<file path="config.mk">
export PLATFORM = sky130hd
export DESIGN_NAME = mem_port_arbiter
export DESIGN_NICKNAME = d
export VERILOG_FILES = /design/src/rtl/mem_port_arbiter.sv
export SDC_FILE = /design/constraint.sdc
export NUM_CORES = 1
export LEC_CHECK = 0
export ABC_CLOCK_PERIOD_IN_PS = 3000
export BUFFER_PORTS_ARGS = -buffer_cell sky130_fd_sc_hd__buf_2
export CELL_PAD_IN_SITES_DETAIL_PLACEMENT = 1
export CELL_PAD_IN_SITES_GLOBAL_PLACEMENT = 1
export CORE_AREA = 2 2 130 132
export DETAILED_ROUTE_END_ITERATION = 10
export DIE_AREA = 0 0 132 134
export PLACE_DENSITY_LB_ADDON = 0.12
export SETUP_SLACK_MARGIN = 0.4
export SKIP_CTS_REPAIR_TIMING = 1
export SLEW_MARGIN = 20
export SYNTH_ARGS = -nofsm -noshare
export SYNTH_HDL_FRONTEND = slang
export SYNTH_SLANG_ARGS = --single-unit
</file>
<file path="constraint.sdc">
create_clock -name clk -period 3 [get_ports clk]
set_input_delay 0.3 -clock clk [delete_from_list [all_inputs] [get_ports clk]]
set_output_delay 0.3 -clock clk [all_outputs]
set_load 0.02 [all_outputs]
</file>
<file path="src/rtl/mem_port_arbiter.sv">
// Shares one single-ported memory between the instruction loader, data access and
// instruction fetch. One access is in flight at a time; read data returns via registers.
module mem_port_arbiter #(
  parameter int AW      = 32,
  parameter int DW      = 32,
  parameter int MEM_LAT = 1   // issue-to-MemRdata latency, 1..4
) (
  input  logic          clk,
  input  logic          Reset,
  input  logic          LoadInstructions,
  input  logic [AW-1:0] LoadAddress,
  input  logic [DW-1:0] LoadData,
  output logic          LoadBusy,
  input  logic          IfReq,
  input  logic [AW-1:0] IfAddr,
  output logic [DW-1:0] IfRdata,
  output logic          IfValid,
  output logic          IfStall,
  input  logic          DmRead,
  input  logic          DmWrite,
  input  logic [AW-1:0] DmAddr,
  input  logic [DW-1:0] DmWdata,
  output logic [DW-1:0] DmRdata,
  output logic          DmValid,
  output logic          DmStall,
  output logic          MemRead,
  output logic          MemWrite,
  output logic [AW-1:0] MemAddr,
  output logic [DW-1:0] MemWdata,
  input  logic [DW-1:0] MemRdata
);

  typedef enum logic [1:0] {S_IDLE, S_WAIT, S_DONE} state_t;
  typedef enum logic {OWN_IF, OWN_DM} owner_t;

  state_t        state, state_nxt;
  owner_t        owner, owner_nxt;
  logic [1:0]    count, count_nxt;
  logic          if_capture, dm_capture;
  logic [DW-1:0] if_rdata, dm_rdata;

  always_comb begin
    // NOTE: every signal written here gets its default first, so no path can infer a latch.
    state_nxt  = state;
    owner_nxt  = owner;
    count_nxt  = count;
    if_capture = 1'b0;
    dm_capture = 1'b0;
    MemRead    = 1'b0;
    MemWrite   = 1'b0;
    MemAddr    = '0;
    MemWdata   = '0;
    case (state)
      S_IDLE: begin
        // Strobes are suppressed while reset is asserted so every output reads 0.
        if (Reset) begin
          if (LoadInstructions) begin
            MemWrite = 1'b1;
            MemAddr  = LoadAddress;
            MemWdata = LoadData;
          end else if (DmWrite) begin
            MemWrite  = 1'b1;
            MemAddr   = DmAddr;
            MemWdata  = DmWdata;
            owner_nxt = OWN_DM;
            state_nxt = S_DONE;
          end else if (DmRead) begin
            MemRead   = 1'b1;
            MemAddr   = DmAddr;
            owner_nxt = OWN_DM;
            count_nxt = 2'(MEM_LAT - 1);
            state_nxt = S_WAIT;
          end else if (IfReq) begin
            MemRead   = 1'b1;
            MemAddr   = IfAddr;
            owner_nxt = OWN_IF;
            count_nxt = 2'(MEM_LAT - 1);
            state_nxt = S_WAIT;
          end
        end
      end
      S_WAIT: begin
        if (count == 2'd0) begin
          if_capture = (owner == OWN_IF);
          dm_capture = (owner == OWN_DM);
          state_nxt  = S_DONE;
        end else begin
          count_nxt = count - 2'd1;
        end
      end
      S_DONE:  state_nxt = S_IDLE;
      default: state_nxt = S_IDLE;
    endcase
  end

  // NOTE: sequential state is updated with non-blocking assignments only.
  always_ff @(posedge clk or negedge Reset) begin
    if (!Reset) begin
      state <= S_IDLE;
      owner <= OWN_IF;
      count <= 2'd0;
    end else begin
      state <= state_nxt;
      owner <= owner_nxt;
      count <= count_nxt;
    end
  end

  // NOTE: the read-data registers are reset because they drive outputs that must read 0 after reset.
  always_ff @(posedge clk or negedge Reset) begin
    if (!Reset) begin
      if_rdata <= '0;
      dm_rdata <= '0;
    end else begin
      if (if_capture) if_rdata <= MemRdata;
      if (dm_capture) dm_rdata <= MemRdata;
    end
  end

  assign IfRdata  = if_rdata;
  assign DmRdata  = dm_rdata;
  assign IfValid  = (state == S_DONE) && (owner == OWN_IF);
  assign DmValid  = (state == S_DONE) && (owner == OWN_DM);
  assign IfStall  = Reset && IfReq && !IfValid;
  assign DmStall  = Reset && (DmRead || DmWrite) && !DmValid;
  assign LoadBusy = LoadInstructions && (state != S_IDLE);

endmodule

</file>
==> results.tsv <==
stage	metric	value	unit
power	clkPwrFrac	0.247	
timing	finalSetupViolCount	0	
timing	hold_viol	0	
clock_tree	clk_pin_slew	0.05	ns
placed_design	dp_cells	920	
global_route	gr-usage-all-layers	0.185	
clock_tree	htreeDepth	3	
placed_design	dp_hpwl	13400	microns
timing	slew_viol_final	0	
detailed_routing	antenna_left	0	
layout	final_cells	937	
global_route	grt_pass1_wl	26100	microns
global_route	use_met1	0.191	
detailed_routing	wl	17000	microns
synthesis	ys_warn_count	0	
clock_tree	cts_buffer_depth	2	
critical_path	crit_path_max_fanout	39	
clock_tree	root_buffer	clkbuf_16	
critical_path	cp_slowest_cell	or3b_4	
critical_path	cp_cell_sequence	or3b_4, buf_4, nor2_1, buf_2	
critical_path	crit_path_max_incr_delay	0.62	ns
power	p_sw_frac	0.370	
hold_path	hold_class	in -> async	
critical_path	end_kind	output port	
floorplanning	die_area	17700	sq um
synthesis	synthArstFlopShare	1.00	
floorplanning	io_pins	333	
timing	rsz0062_at_grt	no	
timing	fin_crit	2.35	ns
power	combPwrFrac	0.411	
floorplanning	dieWidth	132	microns
power	pwr_density_cell	682	nW/um^2
synthesis	syn_area	4110	sq um
power	cellLeakagePower	3.08	nW
global_route	antenna_found_initial	5	
layout	fin_nets	910	
detailed_routing	post_drt_wl_per_cell	18.1	microns
timing	max_slew.worst_pin.slew	0.910	ns
floorplanning	core_area	16300	sq um
timing	setup_tns	0	ns
power	p_seq_frac	0.343	
critical_path	worstSetupStartpointType	flip-flop	
synthesis	netlist_instances	401	
global_route	grtUsageMet2	0.344	
timing	slew_headroom	0.394	
placed_design	portBuffers	332	
synthesis	synth_cell_types	33	
clock_tree	cts_made_buffers	9	
synthesis	synthFlopType	dfrtp_1	
clock_tree	clkSinkCount	69	
synthesis	synth_edf_count	0	
critical_path	critPathRequiredTime	2.70	ns
global_route	grt-ovfl-total	0	
timing	hold_slack	0.182	ns
detailed_routing	dr.pass1.iters	4	
floorplanning	rows	47	
global_route	grt_pass1_vias	4887	
clock_tree	clock_latency	0.32	ns
timing	finalClockSkew	0.00436	ns
run_status	status	finished clean	
detailed_routing	num_vias	4471	
timing	final.period_utilization	0.784	
synthesis	syn_area_per_cell	10.2	sq um
power	power_switching	1.58	mW
layout	syn2layout_area_growth	52.1	%
global_route	grt-busiest-layer	met2	
timing	fmax	0.425	GHz
flow_run	maxCapViolCount	0	
power	p_int	2.69	mW
synthesis	seq_area_frac_synth	0.420	
detailed_routing	drt_iter0_drc	90	
placed_design	gp_congestion	0.833	
layout	drive_above_1_share	0.596	
synthesis	synth_seq_cells	69	
power	vdd_drop_max	0.000315	V
floorplanning	initial_core_util	0.252	
synthesis	synthesis.nets	600	
global_route	grt_use_met3	0.0635	
clock_tree	cts_tree	built	
detailed_routing	vias_per_cell	4.77	
detailed_routing	drc	0	
critical_path	path_class	reg -> out	
critical_path	cp.arrival	2.05	ns
global_route	grt_max_degree	73	
floorplanning	chipHeight	134	microns
## cells in the mapped netlist (all sizes together) (2+ instances only)
| cell | number | area [sq um] |
|---|---|---|
| nand2 | 3 | 11.3 |
| or3b | 2 | 17.5 |
| clkbuf | 26 | 97.6 |
| a311oi | 32 | 280 |
| buf | 18 | 105 |
| nor3 | 33 | 165 |
| mux2 | 64 | 721 |
| nor2b | 33 | 206 |
| o21a | 33 | 248 |
| dfrtp | 69 | 1730 |
| inv | 4 | 15.0 |
| nor2 | 37 | 139 |
| a22oi | 31 | 233 |
## layout make-up
class                      count  area [sq um]
sequential                    69          1730
antenna                        2          5.00
multi-input combinational    284          2170
clock buffer                  12           256
inverter                       4          15.0
clock inverter                 3          45.0
tap                          220           275
fill                        1959         10000
timing repair buffer         343          1760
## path summary, 6_finish.rpt
| path | slack, ns | from | cells past startpoint | to |
|---|---|---|---|---|
| setup reg to reg | 1.21 | count[0] | 5 | IfRdata[14] |
| max in group asynchronous | 2.20 | Reset | 2 | IfRdata[25] |
| min in group clk | 0.21 | MemRdata[6] | 2 | IfRdata[6] |
| setup / recovery | 0.65 | state[1] | 4 | MemWdata[26] |
| hold / removal | 0.18 | Reset | 2 | state[0] |
| hold reg to reg | 0.47 | count[0] | 1 | count[0] |
## metal layers
| metal | share of wire | up-vias | wire length (microns) |
|---|---|---|---|
| li1 | - | 2107 | - |
| met4 | 0.024 | 4 | 401 |
| met3 | 0.082 | 30 | 1400 |
| met5 | 0.0016 | - | 27 |
| met2 | 0.53 | 189 | 8980 |
| met1 | 0.36 | 2141 | 6200 |
## sequential cells by signal (all words and copies together) (netlist names)
| signal | cells |
|---|---|
| DmRdata | 32 |
| IfRdata | 32 |
| count | 2 |
| state | 2 |
| owner | 1 |
## worst max-delay path, delay by kind of cell (launching register included)
kind,cells,cell delay [ns]
and+or+nand+nor,2,0.77
DFF,1,0.45
buffers and inverters,2,0.50
## power by group through the flow
stage / Combinational (mW) / Clock (mW) / Sequential [mW]
CTS: 1.78 / 1.08 / 1.47
finish: 1.75 / 1.05 / 1.46
global route: 1.88 / 1.12 / 1.52
detailed placement: 1.77 / 0 / 1.48
floorplan: 0.597 / 0 / 1.91
global placement: 1.73 / 0 / 1.46
## logic make-up (layout without fill, tap and decap cells)
group                      Yosys count  in the layout  synth area share
DFF                                 69             69             0.420
AOI/OAI and AO/OA                  102            102             0.196
and+or+nand+nor                    116            116             0.150
muxes                               65             65             0.178
adders and majority gates            1              1           0.00304
buffers and inverters               48            362            0.0530
other                                0              2                 0
## through the flow
| stage | worst slack [ns] | util | total power, mW | cell area [sq um] |
|---|---|---|---|---|
| 2_1_floorplan | 1.06 | - | 2.51 | 4110 |
| 3_3_place_gp | 0.699 | 0.365 | 3.19 | 5940 |
| 3_5_place_dp | 0.677 | 0.365 | 3.25 | 5940 |
| 4_1_cts | 0.329 | 0.383 | 4.33 | 6250 |
| 5_1_grt | 0.529 | 0.384 | 4.52 | 6250 |
| 6_report | 0.648 | 0.384 | 4.27 | 6250 |
## layout by cell type (no fill, tap or decap), types with 2 or more instances in the layout
cell | netlist | layout
mux2_1 | 2 | 2
o21a_1 | 33 | 33
inv_1 | 4 | 4
a22oi_1 | 31 | 31
clkbuf_16 | 0 | 9
dfrtp_1 | 69 | 69
mux2_2 | 62 | 62
a311oi_1 | 32 | 32
buf_4 | 0 | 10
clkbuf_8 | 0 | 2
nor3_1 | 33 | 33
nand2_1 | 3 | 3
nor2_1 | 37 | 36
buf_2 | 12 | 332
diode_2 | 0 | 2
clkinvlp_4 | 0 | 2
nor2b_1 | 33 | 32
No activity file was read; power rests on OpenSTA's default activity.
